$ cat src/rtl/musicbox_pkg.sv
// Shared constants and FSM encodings for the music box record/playback slice.
package musicbox_pkg;

  localparam logic [4:0]  MS_RECORD       = 5'd4;
  localparam logic [4:0]  MS_PLAY         = 5'd5;
  localparam logic [7:0]  SAMPLE_MIDSCALE = 8'd128;
  localparam int unsigned SAMPLE_RATE_HZ  = 22050;
  localparam int unsigned RECORD_SECONDS  = 5;
  localparam int unsigned CNT_W           = 17;

  typedef enum logic [1:0] {
    IDLE    = 2'd0,
    PREFILL = 2'd1,
    PLAY    = 2'd2,
    DONE    = 2'd3
  } top_state_e;

  typedef enum logic [1:0] {
    R_IDLE  = 2'd0,
    R_ISSUE = 2'd1,
    R_WAIT  = 2'd2
  } req_state_e;

endpackage

$ cat src/rtl/musicbox_sample_fifo.sv
// Small first-word-fall-through sample FIFO; pop_data always shows the head entry.
module musicbox_sample_fifo #(
  parameter int unsigned DEPTH = 4
) (
  input  logic                     clock_50Mhz,
  input  logic                     reset_n,
  input  logic                     clear,
  input  logic                     push,
  input  logic [7:0]               push_data,
  input  logic                     pop,
  output logic [7:0]               pop_data,
  output logic                     full,
  output logic                     empty,
  output logic [$clog2(DEPTH):0]   occupancy
);

  localparam int unsigned AW = $clog2(DEPTH);
  localparam logic [AW:0] FULL_CNT = (AW+1)'(DEPTH);

  logic [7:0]    mem [DEPTH];
  logic [AW-1:0] wr_ptr;
  logic [AW-1:0] rd_ptr;
  logic [AW:0]   count;
  logic          do_push;
  logic          do_pop;

  assign full      = (count == FULL_CNT);
  assign empty     = (count == '0);
  assign occupancy = count;
  assign pop_data  = mem[rd_ptr];
  assign do_pop    = pop && !empty;
  // A pop in the same cycle frees the slot being written, so push is legal even when full.
  assign do_push   = push && (!full || do_pop);

  always_ff @(posedge clock_50Mhz or negedge reset_n) begin
    if (!reset_n) begin
      wr_ptr <= '0;
      rd_ptr <= '0;
      count  <= '0;
    end else if (clear) begin
      wr_ptr <= '0;
      rd_ptr <= '0;
      count  <= '0;
    end else begin
      if (do_push) wr_ptr <= wr_ptr + AW'(1);
      if (do_pop)  rd_ptr <= rd_ptr + AW'(1);
      case ({do_push, do_pop})
        2'b10:   count <= count + (AW+1)'(1);
        2'b01:   count <= count - (AW+1)'(1);
        default: count <= count;
      endcase
    end
  end

  always_ff @(posedge clock_50Mhz) begin
    if (do_push && !clear) mem[wr_ptr] <= push_data;
  end

endmodule

$ cat src/rtl/musicbox_recording_playback.sv
// Playback stage: prefetches recorded 8-bit samples from SDRAM into a FIFO and
// emits one per sample_tick until the whole recording has been played.
module musicbox_recording_playback
  import musicbox_pkg::*;
#(
  parameter logic [4:0]  PLAY_STATE  = MS_PLAY,
  parameter int unsigned NUM_SAMPLES = SAMPLE_RATE_HZ * RECORD_SECONDS,
  parameter logic [24:0] BASE_ADDR   = 25'd0,
  parameter int unsigned FIFO_DEPTH  = 4
) (
  input  logic        clock_50Mhz,
  input  logic        reset_n,
  input  logic [4:0]  mainState,
  input  logic        sample_tick,
  output logic [7:0]  audio_sample,
  output logic        audio_valid,
  output logic        stateComplete,
  output logic [15:0] underrun_count,
  output logic [31:0] debugString,
  output logic [24:0] sdram_inputAddress,
  output logic [15:0] sdram_writeData,
  input  logic [15:0] sdram_readData,
  output logic        sdram_isWriting,
  output logic        sdram_inputValid,
  input  logic        sdram_outputValid,
  input  logic        sdram_recievedCommand,
  input  logic        sdram_isBusy
);

  localparam int unsigned      OCC_W    = $clog2(FIFO_DEPTH) + 1;
  localparam logic [CNT_W-1:0] NUM_CNT  = CNT_W'(NUM_SAMPLES);
  localparam logic [CNT_W-1:0] LAST_CNT = CNT_W'(NUM_SAMPLES - 1);

  top_state_e       top_state, top_next;
  req_state_e       req_state, req_next;
  logic [CNT_W-1:0] fetch_count;
  logic [CNT_W-1:0] played_count;
  logic             discard;

  logic             active;
  logic             abort;
  logic             fetching;
  logic             issue_ok;
  logic             accept;
  logic             pop;
  logic             underrun_hit;
  logic             push;

  logic             fifo_full;
  logic             fifo_empty;
  logic [7:0]       fifo_data;
  logic [OCC_W-1:0] fifo_occ;
  logic [7:0]       readdata_unused;

  assign readdata_unused = sdram_readData[15:8];

  assign active       = (mainState == PLAY_STATE);
  assign abort        = !active;
  assign fetching     = (top_state == PREFILL) || (top_state == PLAY);
  assign issue_ok     = fetching && active && (fetch_count < NUM_CNT) && !fifo_full && !sdram_isBusy;
  assign accept       = (req_state == R_ISSUE) && sdram_recievedCommand;
  assign pop          = (top_state == PLAY) && active && sample_tick && !fifo_empty;
  assign underrun_hit = (top_state == PLAY) && active && sample_tick && fifo_empty;
  assign push         = (req_state == R_WAIT) && sdram_outputValid && !discard && active;

  musicbox_sample_fifo #(.DEPTH(FIFO_DEPTH)) u_fifo (
    .clock_50Mhz (clock_50Mhz),
    .reset_n     (reset_n),
    .clear       (abort),
    .push        (push),
    .push_data   (sdram_readData[7:0]),
    .pop         (pop),
    .pop_data    (fifo_data),
    .full        (fifo_full),
    .empty       (fifo_empty),
    .occupancy   (fifo_occ)
  );

  always_ff @(posedge clock_50Mhz or negedge reset_n) begin
    if (!reset_n) begin
      top_state <= IDLE;
      req_state <= R_IDLE;
    end else begin
      top_state <= top_next;
      req_state <= req_next;
    end
  end

  always_comb begin
    top_next = top_state;
    case (top_state)
      IDLE:    if (active) top_next = PREFILL;
      PREFILL: begin
        if (abort)                                  top_next = IDLE;
        else if (fifo_full || fetch_count == NUM_CNT) top_next = PLAY;
      end
      PLAY: begin
        if (abort)                                  top_next = IDLE;
        else if (pop && played_count == LAST_CNT)   top_next = DONE;
      end
      DONE:    if (abort) top_next = IDLE;
      default: top_next = IDLE;
    endcase
  end

  always_comb begin
    req_next = req_state;
    case (req_state)
      R_IDLE:  if (issue_ok)          req_next = R_ISSUE;
      R_ISSUE: if (accept)            req_next = R_WAIT;
      R_WAIT:  if (sdram_outputValid) req_next = R_IDLE;
      default: req_next = R_IDLE;
    endcase
  end

  always_ff @(posedge clock_50Mhz or negedge reset_n) begin
    if (!reset_n) begin
      fetch_count        <= '0;
      played_count       <= '0;
      underrun_count     <= '0;
      audio_sample       <= SAMPLE_MIDSCALE;
      audio_valid        <= 1'b0;
      sdram_inputAddress <= '0;
      discard            <= 1'b0;
    end else begin
      audio_valid <= pop;
      if (req_state == R_IDLE && issue_ok)
        sdram_inputAddress <= BASE_ADDR + 25'(fetch_count);
      // A read in flight at abort still finishes on the bus; its data is dropped.
      if (req_state == R_WAIT && sdram_outputValid)
        discard <= 1'b0;
      else if (abort && req_state != R_IDLE)
        discard <= 1'b1;
      if (abort) begin
        fetch_count    <= '0;
        played_count   <= '0;
        underrun_count <= '0;
        audio_sample   <= SAMPLE_MIDSCALE;
      end else begin
        if (accept && !discard)
          fetch_count <= fetch_count + CNT_W'(1);
        if (pop) begin
          played_count <= played_count + CNT_W'(1);
          audio_sample <= fifo_data;
        end
        if (underrun_hit && underrun_count != '1)
          underrun_count <= underrun_count + 16'd1;
      end
    end
  end

  assign stateComplete    = (top_state == DONE);
  assign sdram_inputValid = (req_state == R_ISSUE);
  assign sdram_writeData  = '0;
  assign sdram_isWriting  = 1'b0;
  assign debugString      = {played_count[15:0], 5'b0, 3'(fifo_occ), 3'b0, 5'(top_state)};

endmodule
$ cat config.mk
export PLATFORM = sky130hd
export DESIGN_NAME = musicbox_recording_playback
export DESIGN_NICKNAME = d
export VERILOG_FILES = /design/src/rtl/musicbox_pkg.sv /design/src/rtl/musicbox_sample_fifo.sv /design/src/rtl/musicbox_recording_playback.sv
export SDC_FILE = /design/constraint.sdc
export NUM_CORES = 1
export LEC_CHECK = 0
export CELL_PAD_IN_SITES_DETAIL_PLACEMENT = 1
export CELL_PAD_IN_SITES_GLOBAL_PLACEMENT = 1
export CORE_AREA = 4 4 129 131
export CTS_CLUSTER_DIAMETER = 200
export CTS_CLUSTER_SIZE = 40
export DETAILED_ROUTE_END_ITERATION = 10
export DIE_AREA = 0 0 133 135
export GPL_TIMING_DRIVEN = 0
export HOLD_SLACK_MARGIN = 0.03
export PLACE_DENSITY_LB_ADDON = 0.1
export SLEW_MARGIN = 30
export SYNTH_ARGS = -nofsm -noshare
export SYNTH_HDL_FRONTEND = slang
export SYNTH_SLANG_ARGS = --single-unit
$ cat constraint.sdc
create_clock -name clock_50Mhz -period 3 [get_ports clock_50Mhz]
set_input_delay 0.75 -clock clock_50Mhz [delete_from_list [all_inputs] [get_ports clock_50Mhz]]
set_output_delay 0.75 -clock clock_50Mhz [all_outputs]
set_load 0.02 [all_outputs]
---- Yosys cells after proc, flatten, opt, wreduce, memory -nomap -nowiden ----
Memories as Yosys holds them, arrays and structs flattened.
Index checks and enable logic that the tools add are counted.
operators by class
  $add $sub $neg .......................... 7
  multiplexer cells ....................... 29
  equal/unequal tests ..................... 25
  order comparisons ....................... 1
  reduce and logical (&&, ||, !) cells .... 35
operators with widths
  kind                     number
  $mux W17                 4
  $add A17 B1 Y17 const B  2
  $eq A17 B17 Y1 const B   2
  $mux W16                 2
  $mux W2                  13
  $logic_and A1 B1 Y1      20
  $lt A17 B17 Y1 const B   1
  $add A16 B1 Y16 const B  1
  $mux W8                  2
  $ne A16 B16 Y1 const B   1
  $ne A2 B1 Y1 const B     6
  $eq A2 B2 Y1 const B     4
  $ne A2 B2 Y1 const B     4
  $pmux W2 S4              1
  $eq A2 B1 Y1 const B     3
  $ne A3 B2 Y1 const B     2
  $pmux W2 S3              1
  $pmux W3 S2              1
  $eq A5 B3 Y1 const B     1
  $logic_not A1 Y1         5
  $add A2 B1 Y2 const B    2
  $logic_not A2 Y1         2
  $mux W1                  4
  $reduce_and A4 Y1        1
  other kinds (9)          12
storage, ports and cells
  register bits after elaboration ......... 88
  output and inout port bits .............. 101
  input bits .............................. 27
  memories kept ........................... 1
  word-level logic and storage cells ...... 110
  bits in writable memories ............... 32
memories
  memory      depth  width  rd ports  clocked after Yosys merged registers in  write ports  line                        source
  u_fifo.mem  4      8      1         0                                        1            musicbox_sample_fifo.sv:20  logic [7:0] mem [DEPTH];

---- Logic depth before layout (Yosys ltp) ----
  word-level depth ........................ 10
  gate-level depth with buffers ........... 11
  depth with buffers taken out ............ 10

---- Cells and area by module ----
From an unflattened synthesis, not the netlist that was laid out.
second synthesis, totals
  cells, all modules ...................... 568
  area total of the unflattened synthesis .. 6213.5 µm²
modules (own cells, without submodules)
  module                       area an instance (µm²)  seq. area each (µm²)  cells an instance  instances
  musicbox_recording_playback  4460.5                  2028.2                458                1
  musicbox_sample_fifo         1752.9                  1136.1                110                1

---- Least setup slack after synthesis ----
No wires, ideal clock.
  path type ............................... in2reg
  from .................................... input port mainState[3]
  to ...................................... register u_fifo.count[2], in the netlist u_fifo.occupancy[2]
  cell stages on the path ................. 9
  arrival ................................. 2.787 ns
  setup time .............................. 0.070 ns
  buffers on the path ..................... 1
  setup slack ............................. 0.143 ns
  data required time ...................... 2.930 ns
  cells stage by stage .................... nor3b_1 nand3_1 clkbuf_1 inv_1 nand2_1 fa_1 or3_1 a2111oi_0 nand3b_1
on the way
  word-level cells in the longest chain between the ends .. 10
  elaborated cells between the ends (all ways) .. 13
  classes of those cells .................. 4 x eq/ne; 2 x mux; 7 x reduce/logical
ends and longest elaborated chain
  element                                       line                               source
  start, declared                               musicbox_recording_playback.sv:13  input logic [4:0] mainState,
  $eq A5 B3 Y1 (*)                              musicbox_recording_playback.sv:57  assign active = (mainState == PLAY_STATE);
  $logic_and A1 B1 Y1 (3 in a row)              musicbox_recording_playback.sv:62  assign pop = (top_state == PLAY) && active && sample_tick && !fifo_empty;
  $logic_and A1 B1 Y1                           musicbox_sample_fifo.sv:31         assign do_pop = pop && !empty;
  $logic_or A1 B1 Y1                            musicbox_sample_fifo.sv:33         assign do_push = push && (!full || do_pop);
  $logic_and A1 B1 Y1                           musicbox_sample_fifo.sv:33
  $eq A2 B1 Y1 or $eq A2 B2 Y1 (tied branches)  musicbox_sample_fifo.sv:47         case ({do_push, do_pop})
  $pmux W3 S2                                   musicbox_sample_fifo.sv:47
  $mux W3                                       musicbox_sample_fifo.sv:40         end else if (clear) begin
  end signal, assigned                          musicbox_sample_fifo.sv:48         2'b10: count <= count + (AW+1)'(1);
  end signal, assigned                          musicbox_sample_fifo.sv:49         2'b01: count <= count - (AW+1)'(1);
  end signal, assigned                          musicbox_sample_fifo.sv:50         default: count <= count;
  end, declared                                 musicbox_sample_fifo.sv:23         logic [AW:0] count;
Mark *: on every way between the ends. The rest lies on a longest branch, timed or not.
A chain may end at the register's enable or synchronous reset.

---- Worst setup path after layout ----
  from .................................... input port sample_tick
  to ...................................... register u_fifo.count[2], in the netlist u_fifo.occupancy[2]
on the way
  word-level cells in the longest chain between the ends .. 8
  elaborated cells between the ends (all ways) .. 10
  classes of those cells .................. 3 x eq/ne; 2 x mux; 5 x reduce/logical
ends and longest elaborated chain
  element                                       line                               source
  start, declared                               musicbox_recording_playback.sv:14  input logic sample_tick,
  $logic_and A1 B1 Y1 (*) (2 in a row)          musicbox_recording_playback.sv:62
  $logic_and A1 B1 Y1 (*)                       musicbox_sample_fifo.sv:31
  $logic_or A1 B1 Y1                            musicbox_sample_fifo.sv:33
  $logic_and A1 B1 Y1                           musicbox_sample_fifo.sv:33
  $eq A2 B1 Y1 or $eq A2 B2 Y1 (tied branches)  musicbox_sample_fifo.sv:47
  $pmux W3 S2                                   musicbox_sample_fifo.sv:47
  $mux W3                                       musicbox_sample_fifo.sv:40
Marks and branches as above.

==> flow_metrics.py <==
metrics = {
    "run_status": {
        "status": "finished, final reports clean",
    },
    "worst_setup_path": {
        "crit_slowest_cell": "clkdlybuf4s50_1",
        "endpoint_kind": "flop",
        "critPathBufInv": 3,
        "cp.arrival_ns": 3.23,
        "cp.required_ns": 3.34,
        "path_class": "input pin to flop",
        "cp-start-kind": "input pin",
        "path_max_fanout": 10,
        "cp_slowest_stage_delay_ns": 0.54,
        "path_delay_family": "simple AND/OR/NAND/NOR gates",
        "crit_chain": "clkdlybuf4s50_1, and4b_2, nand3_2, clkbuf_8, inv_2, nand2_1, fa_2, or3_1, a2111oi_2, nand3b_1",
    },
    "layout": {
        "multi_input_area_um2": 2559,
        "regArea_um2": 3164,
        "layout.cells.non_filler": 915,
        "drive_gt1_frac": 0.1860,
        "nets": 727,
        "antenna-diode-count": 0,
        "stdcell_area_um2": 8033,
        "fill_cells": 1717,
        "syn_to_final_growth_pct": 31.77,
    },
    "routing": {
        "met2_length_um": 7534,
        "dr.pass1.iters": 4,
        "first_iter_violations": 164,
        "wl_per_cell_um": 16.38,
        "vias": 4466,
        "ant_nets": 0,
        "via_per_inst": 4.881,
        "met3_length_um": 566,
        "highest_layer": "met4",
        "met1Wirelength_um": 6651,
        "drc": 0,
        "routed_wl_um": 14980,
    },
    "synth": {
        "synth_common_cells": "87 x dfrtp_1, 52 x buf_4, 49 x nor2_1",
        "syn_inst": 547,
        "synth_edf_count": 32,
        "synth.most_common_cell": "dfrtp_1",
        "ys_warn_count": 0,
        "synth-main-ff-cell": "dfrtp_1",
        "ys_ff_latch": 120,
        "synth.top_cell.area_share": 0.3571,
        "postSynthAreaPerCell_um2": 11.14,
        "syn_area_um2": 6096,
        "synthArstFlopShare": 0.7333,
        "synth_cell_types": 59,
        "ys_seq_area_frac": 0.5191,
        "synth_area_leaders": "dfrtp_1 36%, edfxtp_1 16%, buf_4 6.4%",
        "yosys.area.top_type": "dfrtp_1",
    },
    "floorplan": {
        "core_um2": 15600,
        "placementRows": 46,
        "die_h_um": 135,
        "die_area_um2": 17960,
        "start_util": 0.3908,
        "die_width_um": 133,
        "pin_count": 128,
    },
    "clock_tree": {
        "tritoncts": "built",
        "clkLatencyLatePin_ns": 0.41,
        "hold_buffers": 0,
        "clkTransAtPathRegs_ns": 0.05,
        "numCtsBuffers": 17,
        "cts_buffer_depth": 2,
        "root_buffer": "clkbuf_16",
        "htree_num_levels": 4,
        "cts_sinks": 120,
    },
    "grt": {
        "grt-ovfl-total": 0,
        "antenna_found_initial": 0,
        "grt_pass1_vias": 4711,
        "grt_use_total": 0.1728,
        "grt_pass1_wl_um": 24580,
        "grt_max_degree": 46,
    },
    "timing": {
        "tightest_slew_ns": 0.8125,
        "maxSlewViolCount": 0,
        "finalCritPeriodShare": 0.9631,
        "max_freq_ghz": 0.3461,
        "setup_viol": 0,
        "layout_min_cycle_time_ns": 2.889,
        "fin_skew_ns": 0.006759,
        "whs_ns": 0.2641,
        "finalHoldViolCount": 0,
        "fin_ws_ns": 0.1106,
        "slew_headroom": 0.4583,
    },
    "worst_hold_path": {
        "hold_class": "input pin to asynchronous set/reset pin",
    },
    "power_and_ir_drop": {
        "p_leak_nw": 3.315,
        "peakVddDrop_mv": 0.2797,
        "power_density_nw_per_um2": 512.0,
        "power_mw": 4.113,
    },
    "placed_design": {
        "portBuffers": 83,
        "placed_cells": 882,
        "place.gp.congestion": 0.8644,
        "place_area_um2": 7357,
        "dp_hpwl_um": 10910,
        "dp_slack_ns": -1.017,
    },
    "flow_run": {
        "cap_violations": 0,
    },
}
per-layer routing:
layer / vias to the layer above / track usage
li1: 2138 / -
met4: 0 / 0.05947
met2: 94 / 0.2988
met5: - / 0
met1: 2214 / 0.2128
met3: 20 / 0.04098
registers in the layout, summed over array words and instances (netlist names):
register            cells
u_fifo.mem             32
top_state               2
u_fifo.rd_ptr           2
sdram_inputAddress     17
underrun_count         16
played_count           17
u_fifo.wr_ptr           2
audio_sample            8
audio_valid             1
discard                 1
req_state               2
u_fifo.occupancy        3
fetch_count            17
power by group:
| part | switching [mW] | total, mW | internal, mW |
|---|---|---|---|
| Combinational | 0.150 | 0.268 | 0.117 |
| Clock | 0.728 | 2.12 | 1.39 |
| Sequential | 0.0289 | 1.73 | 1.70 |
logic make-up (layout without fill, tap and decap cells):
group / Yosys count / count (layout) / share of synthesized area
AND/OR/NAND/NOR: 203 / 203 / 0.1786
XOR/XNOR: 40 / 40 / 0.05747
other: 1 / 36 / 0.0006152
flip-flops: 120 / 120 / 0.5191
buffers and inverters: 90 / 207 / 0.08887
AO/OA/AOI/OAI: 51 / 51 / 0.05973
multiplexers: 28 / 28 / 0.06568
adder cells (fa/ha/maj): 14 / 14 / 0.02997
cell type report:
class                   count  share of cell area
clock inverters            12             0.02181
well taps                 216             0.03364
clock buffers              20             0.05436
repair buffers             86              0.1089
plain buffers              71             0.06044
flip-flops and latches    120              0.3939
multi-input cells         372              0.3185
inverters                  18            0.008411
cells in the final DEF, fill, tap and decap left out, types with 6 or more instances in the layout:
cell,Yosys,layout
a21oi_1,10,10
nor2_1,49,48
conb_1,1,36
nand3_1,22,21
xnor2_1,18,18
clkdlybuf4s50_1,0,82
and3_1,12,12
mux2_2,16,16
and4_1,6,6
clkbuf_16,0,17
edfxtp_1,32,32
nand4_1,14,14
mux4_2,8,8
o21ai_0,10,10
nor4_1,10,10
xor2_1,22,22
clkbuf_1,15,15
dfrtp_1,87,87
inv_1,18,17
ha_1,13,12
and2_1,9,9
nand2_1,47,47
buf_4,52,54
worst paths after layout:
kind | start | endpoint | slack, ns | cells after the start
max | sample_tick | u_fifo.occupancy[2] | 0.11 | 10
min reg2reg | audio_sample[7] | audio_sample[7] | 0.48 | 2
min | reset_n | underrun_count[11] | 0.26 | 1
min in group clock_50Mhz | audio_sample[7] | audio_sample[7] | 0.48 | 2
max in group asynchronous | reset_n | discard | 2.16 | 2
max reg2reg | top_state[0] | u_fifo.occupancy[2] | 0.18 | 11
worst register-to-register path, stage by stage (launching register included):
cell	delay [ns]
dfrtp_1	0.45
inv_1	0.12
ha_2	0.25
and4b_2	0.28
nand3_2	0.09
clkbuf_8	0.18
inv_2	0.10
nand2_1	0.09
fa_2	0.38
or3_1	0.34
a2111oi_2	0.30
nand3b_1	0.16
per-stage QoR:
step / utilization / setup TNS [ns]
final: 0.5150 / 0
after global routing: 0.5150 / -0.005606
after CTS: 0.5133 / 0
after detailed placement: 0.4717 / -25.28
after global placement: 0.4698 / -214.14
after floorplan: - / 0
what timing repair did:
action,4_1_cts,5_1_grt
pin swaps,2,3
gates cloned,0,0
endpoints found under the setup margin,8,29
buffers inserted,0,2
hold endpoints to repair,0,0
gates resized for setup,13,6
Power figures use the tool's default switching activity.
